===== src/rtl/star_pkg.sv =====
`default_nettype none
// ============================================================================
//  Module   : star_pkg
//  Purpose  : Shared definitions for the star shader. Holds the colour level
//             width, the default brightness floor for a lit star and the
//             triangle-wave brightness function.
//  Revision : 1.0  initial release
// ============================================================================
package star_pkg;

    localparam int c_level_w = 4;

    typedef logic [c_level_w-1:0] level_t;

    localparam level_t c_min_level_default = 4'd3;

    // Triangle wave over a 16-step phase: 1,3,..,15 on the rising half,
    // then 15,13,..,1 on the falling half. For phase = 8+q the value
    // 31-2*phase reduces to 15-2q, which is the bitwise inverse of 2q.
    function automatic level_t tri_wave(input level_t phase);
        level_t r;
        if (phase[3]) begin
            r = ~{phase[2:0], 1'b0};
        end else begin
            r = {phase[2:0], 1'b1};
        end
        return r;
    endfunction

endpackage
`default_nettype wire


===== src/rtl/vsync_frame_counter.sv =====
`default_nettype none
// ============================================================================
//  Module   : vsync_frame_counter
//  Purpose  : Detects the inactive-to-active edge of the stage-1 vsync and
//             counts frames. Only the top four counter bits (the twinkle
//             phase base) leave the block.
//  Ports    : clk, reset    - clock, synchronous active-high reset
//             i_vsync_s1    - vsync already registered by pipeline stage 1
//             o_frame_hi    - frame_cnt[MSB-:4]
//  Revision : 1.0  initial release
// ============================================================================
module vsync_frame_counter #(
    parameter int TWINKLE_SHIFT = 2,
    parameter bit VS_ACTIVE     = 1'b1
) (
    input  logic       clk,
    input  logic       reset,
    input  logic       i_vsync_s1,
    output logic [3:0] o_frame_hi
);

    localparam int c_cnt_w = 4 + TWINKLE_SHIFT;

    logic               r_vs_prev_q;
    logic               w_vs_prev_d;
    logic [c_cnt_w-1:0] r_frame_cnt_q;
    logic [c_cnt_w-1:0] w_frame_cnt_d;
    logic               w_frame_tick;

    always_comb begin
        w_frame_tick  = (i_vsync_s1 == VS_ACTIVE) && (r_vs_prev_q != VS_ACTIVE);
        w_vs_prev_d   = i_vsync_s1;
        w_frame_cnt_d = r_frame_cnt_q;
        if (w_frame_tick) begin
            // Natural wrap from all-ones back to zero.
            w_frame_cnt_d = r_frame_cnt_q + c_cnt_w'(1);
        end
    end

    always_ff @(posedge clk) begin
        if (reset) begin
            // Inactive history lets an active vsync right after reset count.
            r_vs_prev_q   <= ~VS_ACTIVE;
            r_frame_cnt_q <= '0;
        end else begin
            r_vs_prev_q   <= w_vs_prev_d;
            r_frame_cnt_q <= w_frame_cnt_d;
        end
    end

    assign o_frame_hi = r_frame_cnt_q[c_cnt_w-1 -: 4];

endmodule
`default_nettype wire


===== src/rtl/star_shader.sv =====
`default_nettype none
// ============================================================================
//  Module   : star_shader
//  Purpose  : Two-stage pixel pipeline that shades starfield pixels with a
//             per-star twinkling brightness and forwards the syncs aligned
//             with the colour.
//  Ports    : clk, reset               - pixel clock, sync active-high reset
//             display_on, hsync, vsync - from the timing generator
//             star_on, star_color      - star present / {R,G,B} enables
//             star_phase               - per-star twinkle offset
//             vgaRed/Green/Blue        - registered 4-bit colour
//             Hsync, Vsync             - registered syncs, 2 clk latency
//  Revision : 1.0  initial release
// ============================================================================
module star_shader
    import star_pkg::*;
#(
    parameter int     TWINKLE_SHIFT = 2,
    parameter level_t MIN_LEVEL     = c_min_level_default,
    parameter bit     HS_ACTIVE     = 1'b1,
    parameter bit     VS_ACTIVE     = 1'b1
) (
    input  logic       clk,
    input  logic       reset,
    input  logic       display_on,
    input  logic       hsync,
    input  logic       vsync,
    input  logic       star_on,
    input  logic [2:0] star_color,
    input  logic [3:0] star_phase,
    output logic [3:0] vgaRed,
    output logic [3:0] vgaGreen,
    output logic [3:0] vgaBlue,
    output logic       Hsync,
    output logic       Vsync
);

    // Stage 1: registered inputs
    logic       r_display_on_s1_q, r_star_on_s1_q, r_hsync_s1_q, r_vsync_s1_q;
    logic [2:0] r_star_color_s1_q;
    logic [3:0] r_star_phase_s1_q;

    // Stage 2: registered outputs
    level_t r_red_q, r_green_q, r_blue_q;
    level_t w_red_d, w_green_d, w_blue_d;
    logic   r_hsync_s2_q, r_vsync_s2_q;
    logic   w_hsync_s2_d, w_vsync_s2_d;

    logic [3:0] w_frame_hi;
    level_t     w_phase;
    level_t     w_tri;
    level_t     w_level;
    logic       w_lit;

    vsync_frame_counter #(
        .TWINKLE_SHIFT (TWINKLE_SHIFT),
        .VS_ACTIVE     (VS_ACTIVE)
    ) u_frame_cnt (
        .clk        (clk),
        .reset      (reset),
        .i_vsync_s1 (r_vsync_s1_q),
        .o_frame_hi (w_frame_hi)
    );

    always_comb begin
        // The frame counter seen here is the pre-tick value; its update
        // lands on the same edge that registers this pixel's colour.
        w_phase = w_frame_hi + r_star_phase_s1_q;
        w_tri   = tri_wave(w_phase);
        w_level = (w_tri < MIN_LEVEL) ? MIN_LEVEL : w_tri;
        w_lit   = r_display_on_s1_q && r_star_on_s1_q;

        w_red_d      = (w_lit && r_star_color_s1_q[2]) ? w_level : '0;
        w_green_d    = (w_lit && r_star_color_s1_q[1]) ? w_level : '0;
        w_blue_d     = (w_lit && r_star_color_s1_q[0]) ? w_level : '0;
        w_hsync_s2_d = r_hsync_s1_q;
        w_vsync_s2_d = r_vsync_s1_q;
    end

    always_ff @(posedge clk) begin
        if (reset) begin
            r_display_on_s1_q <= 1'b0;
            r_star_on_s1_q    <= 1'b0;
            r_star_color_s1_q <= '0;
            r_star_phase_s1_q <= '0;
            r_hsync_s1_q      <= ~HS_ACTIVE;
            r_vsync_s1_q      <= ~VS_ACTIVE;
            r_red_q           <= '0;
            r_green_q         <= '0;
            r_blue_q          <= '0;
            r_hsync_s2_q      <= ~HS_ACTIVE;
            r_vsync_s2_q      <= ~VS_ACTIVE;
        end else begin
            r_display_on_s1_q <= display_on;
            r_star_on_s1_q    <= star_on;
            r_star_color_s1_q <= star_color;
            r_star_phase_s1_q <= star_phase;
            r_hsync_s1_q      <= hsync;
            r_vsync_s1_q      <= vsync;
            r_red_q           <= w_red_d;
            r_green_q         <= w_green_d;
            r_blue_q          <= w_blue_d;
            r_hsync_s2_q      <= w_hsync_s2_d;
            r_vsync_s2_q      <= w_vsync_s2_d;
        end
    end

    assign vgaRed   = r_red_q;
    assign vgaGreen = r_green_q;
    assign vgaBlue  = r_blue_q;
    assign Hsync    = r_hsync_s2_q;
    assign Vsync    = r_vsync_s2_q;

endmodule
`default_nettype wire


===== config.mk =====
export PLATFORM = sky130hd
export DESIGN_NAME = star_shader
export DESIGN_NICKNAME = d
export VERILOG_FILES = /design/src/rtl/star_pkg.sv /design/src/rtl/vsync_frame_counter.sv /design/src/rtl/star_shader.sv
export SDC_FILE = /design/constraint.sdc
export NUM_CORES = 1
export LEC_CHECK = 0
export BUFFER_PORTS_ARGS = -buffer_cell sky130_fd_sc_hd__buf_4
export CAP_MARGIN = 0
export CORE_AREA = 3 3 51 53
export CTS_CLUSTER_DIAMETER = 100
export DETAILED_ROUTE_END_ITERATION = 12
export DIE_AREA = 0 0 54 56
export PLACE_DENSITY = 0.79
export SLEW_MARGIN = 10
export SYNTH_ARGS = -nofsm -noshare
export SYNTH_HDL_FRONTEND = slang
export SYNTH_HIERARCHICAL = 1
export SYNTH_SLANG_ARGS = --single-unit

===== constraint.sdc =====
create_clock -name clk -period 3.1 [get_ports clk]
set_input_delay 0.465 -clock clk [delete_from_list [all_inputs] [get_ports clk]]
set_output_delay 0.465 -clock clk [all_outputs]
set_load 0.02 [all_outputs]

==> results of run 1 <==
## final cells by class
type | instances | area, um2
inverter | 7 | 26.3
multi-input combinational | 68 | 493
tap | 28 | 35.0
sequential | 32 | 641
clock buffer | 6 | 41.3
timing repair buffer | 26 | 195
clock inverter | 2 | 35.0
fill | 182 | 724
## cell usage in the layout (no fill, tap or decap), drive strengths merged
master	count
nor2	13
mux2	2
nand3b	1
and2b	1
bufinv	1
clkinv	1
xnor3	2
nand4	2
nand4b	1
nor2b	16
a21o	1
clkbuf	6
xor2	1
mux2i	1
nand2	5
xnor2	3
nand3	2
fa	1
a21boi	1
o211a	1
buf	26
o21ai	1
a211oi	1
inv	7
dfxtp	32
nor4	1
ha	4
or3	1
nor3	3
a21oi	3
## cells by family after synthesis
group | Yosys count | share of synthesized area
compound gates | 8 | 0.0470
xor+xnor | 6 | 0.0752
simple gates | 46 | 0.204
fa+ha+maj | 5 | 0.0585
buf+inv | 13 | 0.0533
flops | 32 | 0.535
mux | 3 | 0.0272
## worst paths after layout
path | startpoint | slack (ns) | end
min | star_color[2] | 0.34 | r_star_color_s1_q[2]$_SDFF_PP0_
min reg2reg | r_hsync_s1_q$_SDFF_PP0_ | 0.46 | Hsync$_SDFF_PP0_
max reg2reg | u_frame_cnt/r_frame_cnt_q[2]$_SDFFE_PP0P_ | 1.03 | vgaBlue[1]$_SDFF_PP0_
max | u_frame_cnt/r_frame_cnt_q[2]$_SDFFE_PP0P_ | 1.03 | vgaBlue[1]$_SDFF_PP0_
## synth_stat cells (2+ instances only)
| master | instances |
|---|---|
| nand3_1 | 2 |
| nor3_1 | 3 |
| inv_1 | 7 |
| xnor2_1 | 2 |
| xnor3_2 | 2 |
| nand4_1 | 2 |
| mux2_1 | 2 |
| a21oi_1 | 2 |
| clkbuf_1 | 2 |
| dfxtp_1 | 32 |
| nand2_1 | 5 |
| nor2b_1 | 16 |
| ha_1 | 4 |
| nor2_1 | 13 |
| buf_4 | 4 |
## power groups by stage
stage / registers (mW) / clock network, mW / logic (mW)
CTS: 0.429 / 0.313 / 0.0517
floorplan: 0.439 / 0 / 0.0300
detailed placement: 0.438 / 0 / 0.0514
finish: 0.428 / 0.305 / 0.0509
global placement: 0.438 / 0 / 0.0495
global route: 0.430 / 0.333 / 0.0564
## flip-flops by register name (all words and copies together), names as in the netlist
register	flops
Hsync	1
Vsync	1
r_display_on_s1_q	1
r_hsync_s1_q	1
r_star_color_s1_q	3
r_star_on_s1_q	1
r_star_phase_s1_q	4
r_vsync_s1_q	1
u_frame_cnt/r_frame_cnt_q	6
u_frame_cnt/r_vs_prev_q	1
vgaBlue	4
vgaGreen	4
vgaRed	4
## critical path, delay by kind of cell, from the launching register on
family                   cells  cell delay (ns)
AND/OR/NAND/NOR              3             0.58
flip-flops                   1             0.43
XOR/XNOR                     1             0.27
buffers and inverters        1             0.06
adder cells (fa/ha/maj)      2             0.60
## through the flow
step                 util  instances
finish              0.669        169
global route        0.669        169
CTS                 0.669        169
detailed placement  0.634        161
global placement    0.634        161
floorplan               -        113
## routing by layer
| layer | part of all wire | vias up | global-route usage |
|---|---|---|---|
| met5 | 0 | - | 0 |
| met4 | 0.033 | 0 | 0.103 |
| met3 | 0.068 | 9 | 0.0804 |
| met2 | 0.47 | 24 | 0.225 |
| met1 | 0.43 | 385 | 0.194 |
| li1 | - | 418 | - |
==> results.toml, run 1 <==
[outcome]
outcome = "complete, no violations"

[sta]
timing.final.crit_share = 0.667
max_freq_mhz = 483
finalCriticalPeriod_ns = 2.07
setup_viol = 0
slew_violations = 0
slew_headroom = 0.677
clock_skew_ns = 0.00477
fin_ws_ns = 1.03
fin_setup_tns_ns = 0
hold_ws_ns = 0.335
worstMarginPinSlew_ns = 0.481
rsz0062_at_grt = "no"
final_hold_viol_count = 0

[power_and_ir_drop]
p_sw_frac = 0.210
power.share.sequential = 0.546
irDropWorstVdd_v = 0.000465
total_power_mw = 0.785
power_switching_mw = 0.165
p_int_mw = 0.620
leakage_nw = 0.699
p_comb_frac = 0.065
pwr-share-clk = 0.389
powerDensity_nw_per_um2 = 535

[placement]
placed_area_um2 = 1390
dp_hpwl_mm = 1.54
dp_worst_setup_slack_ns = 1.06
portBuffers = 26
globalplace.congestion = 0.773

[worst_setup_path]
crit_path_max_incr_delay_ns = 0.43
crit_path_end_kind = "flop"
worst-setup-path-type = "flop to flop"
crit_chain = "ha_1 > inv_1 > fa_1 > xnor2_1 > nor2_1 > nor4_1 > nor3_1"
reg2regPathDepth = 7
path_max_fanout = 5
start_kind = "flop"
crit_required_ns = 3.30
critPathSlowestCell = "dfxtp_1"
arrival_ns = 2.27

[run]
max-cap-violations = 0

[synth]
syn_area_um2 = 1200
synth_largest_area_cell = "dfxtp_1"
synth_ff_type = "dfxtp_1"
async_flop_share = 0
synth_area_leaders = "dfxtp_1 54%, nor2b_1 8.4%, ha_1 4.2%"
ys_ff_latch = 32
avgSynthCellArea_um2 = 10.6
synth-seq-area-share = 0.535
yosysTopAreaCellShare = 0.535
syn_nets = 131
yosysWarnings = 6
netlist_instances = 113
synth_edf_count = 0
yosysUniqueCellTypes = 30

[cts]
cts.sinks = 32
clk_path_buf_depth = 2
cts_resized = 0
holdBufCountCts = 0
htreeDepth = 2
post_cts_buffers = 0
cts.clk_slew.worst_paths_ns = 0.10
cts_buffers = 5
insertion_delay_ns = 0.33
clockRootBuffer = "clkbuf_4"
cts_tree = "yes"

[final_layout]
layout-drive-gt1-share = 0.270
diodes = 0
finalInstanceArea_um2 = 1470
nets = 158
area_growth_syn_to_layout_pct = 22.5

[global_routing]
gr-total-overflow = 0
gr-usage-all-layers = 0.162
grt_max_degree = 24
antenna_found_initial = 0
grt_pass1_wl_mm = 3.37
grt_pass1_vias = 780

[drt]
vias = 836
first_iter_violations = 9
drt_pass1_iterations = 4
wirelength_mm = 2.03
vias_per_cell = 4.95
routedWlPerCell_um = 12.0
drcViolationCount = 0
ant_nets = 0

[die]
ios = 27
dieArea_um2 = 3020
core-area_um2 = 2190
start_util = 0.547
die_h_um = 56
rows = 17
die_w_um = 54

[worst_hold_path]
hold_path_class = "input port to flop"
holdPathStages = 2
(Power assumes the default switching activity.)
==> run 2, diff against run 1 <==
CORE_AREA = 3 3 56 58   (was 3 3 51 53)
DIE_AREA = 0 0 59 61   (was 0 0 54 56)
PLACE_DENSITY = 0.69   (was 0.79)
clock period = 1.7 ns   (was 3.1 ns; I/O delays follow)
==> results.toml, run 2 (synthesis gave the netlist of run 1 again) <==
[placement]
dp_hpwl_mm = 1.43
placed_area_um2 = 1420
globalplace.congestion = 0.735
portBuffers = 26

[final_layout]
layout-drive-gt1-share = 0.340
max_flop_register = "u_frame_cnt/r_frame_cnt_q"
area_growth_syn_to_layout_pct = 25.8
diodes = 0
largest_reg_flops = 6
final_cell_mix = "30 x dfxtp_1, 30 x buf_4, 16 x nor2b_1"
finalInstanceArea_um2 = 1510
nets = 162

[drt]
wirelength_mm = 1.90
drcViolationCount = 0
first_iter_violations = 11
drt_pass1_iterations = 4
vias_per_cell = 4.72
ant_nets = 0
vias = 826
routedWlPerCell_um = 10.9

[cts]
clk_path_buf_depth = 2
cts.clk_slew.worst_paths_ns = 0.09
clockRootBuffer = "clkbuf_4"
htreeDepth = 2
insertion_delay_ns = 0.32
cts_buffers = 5
cts_tree = "yes"
holdBufCountCts = 0
cts.sinks = 32

[worst_setup_path]
arrival_ns = 1.88
crit_required_ns = 1.96
start_kind = "flop"
path_max_fanout = 3
crit_path_end_kind = "flop"
worst-setup-path-type = "flop to flop"

[die]
die_w_um = 59
start_util = 0.442
dieArea_um2 = 3600
ios = 27
core-area_um2 = 2710
rows = 19
die_h_um = 61

[global_routing]
gr-total-overflow = 0
antenna_found_initial = 0
gr-usage-all-layers = 0.124
grt_max_degree = 24
grt_pass1_wl_mm = 3.11
grt_pass1_vias = 750

[sta]
final_hold_viol_count = 0
slew_violations = 0
timing.final.crit_share = 0.949
rsz0062_at_grt = "yes"
fin_setup_tns_ns = 0
setup_viol = 0
clock_skew_ns = 0.00132
finalCriticalPeriod_ns = 1.61
max_freq_mhz = 620
slew_headroom = 0.790
worstMarginPinSlew_ns = 0.313

[outcome]
outcome = "complete, no violations"

[power_and_ir_drop]
leakage_nw = 0.715
irDropWorstVdd_v = 0.000729
powerDensity_nw_per_um2 = 836
total_power_mw = 1.26

[run]
max-cap-violations = 0

[worst_hold_path]
hold_path_class = "input port to flop"
==> run 2: routing by layer <==
metal	share of wire	global-route usage	vias to the layer above
li1	-	-	420
met1	0.42	0.135	383
met2	0.50	0.192	17
met3	0.059	0.0660	6
met4	0.023	0.0712	0
met5	0	0	-
==> run 2: layout make-up <==
cell class	instances	area, um2
clock inverter	1	5.00
clock buffer	6	41.3
timing repair buffer	30	225
sequential	32	643
multi-input combinational	68	527
fill	258	1200
inverter	7	26.3
tap	31	38.8
==> run 2: repair_timing <==
item                       in CTS  in global routing
pin swaps                       0                  1
buffers inserted                0                  2
setup endpoints to repair       1                  6
gates resized for setup         1                  5
==> run 2: critical path, cell delays in order (launching register included) <==
cell and delay, ns:
dfxtp_1 0.33, ha_1 0.31, a21o_1 0.19, a21oi_2 0.15
buf_4 0.13, xnor3_2 0.34, nor2_1 0.11
==> run 2: final timing paths <==
| path | cells past startpoint | slack (ns) | endpoint | from |
|---|---|---|---|---|
| max | 6 | 0.09 | vgaGreen[2]$_SDFF_PP0_ | r_star_phase_s1_q[1]$_SDFF_PP0_ |
| min | 2 | 0.14 | r_star_color_s1_q[1]$_SDFF_PP0_ | star_color[1] |
| max reg2reg | 6 | 0.09 | vgaGreen[2]$_SDFF_PP0_ | r_star_phase_s1_q[1]$_SDFF_PP0_ |
| min reg2reg | 1 | 0.45 | Hsync$_SDFF_PP0_ | r_hsync_s1_q$_SDFF_PP0_ |
==> run 2: per-stage QoR <==
stage | worst slack, ns | instances | util | hold slack (ns)
finish | 0.0870 | 175 | 0.556 | 0.138
detailed placement | 0.0166 | 166 | 0.525 | 0.444
floorplan | -0.00678 | 113 | - | 0.327
CTS | 0.0429 | 173 | 0.543 | 0.122
global placement | 0.0738 | 166 | 0.525 | 0.426
global route | -0.0227 | 175 | 0.556 | 0.126
==> run 2: power breakdown <==
part	internal (mW)	leakage (nW)	switching [mW]
Sequential	0.770	0.262	0.0108
Clock	0.152	0.0281	0.231
Combinational	0.0551	0.424	0.0413
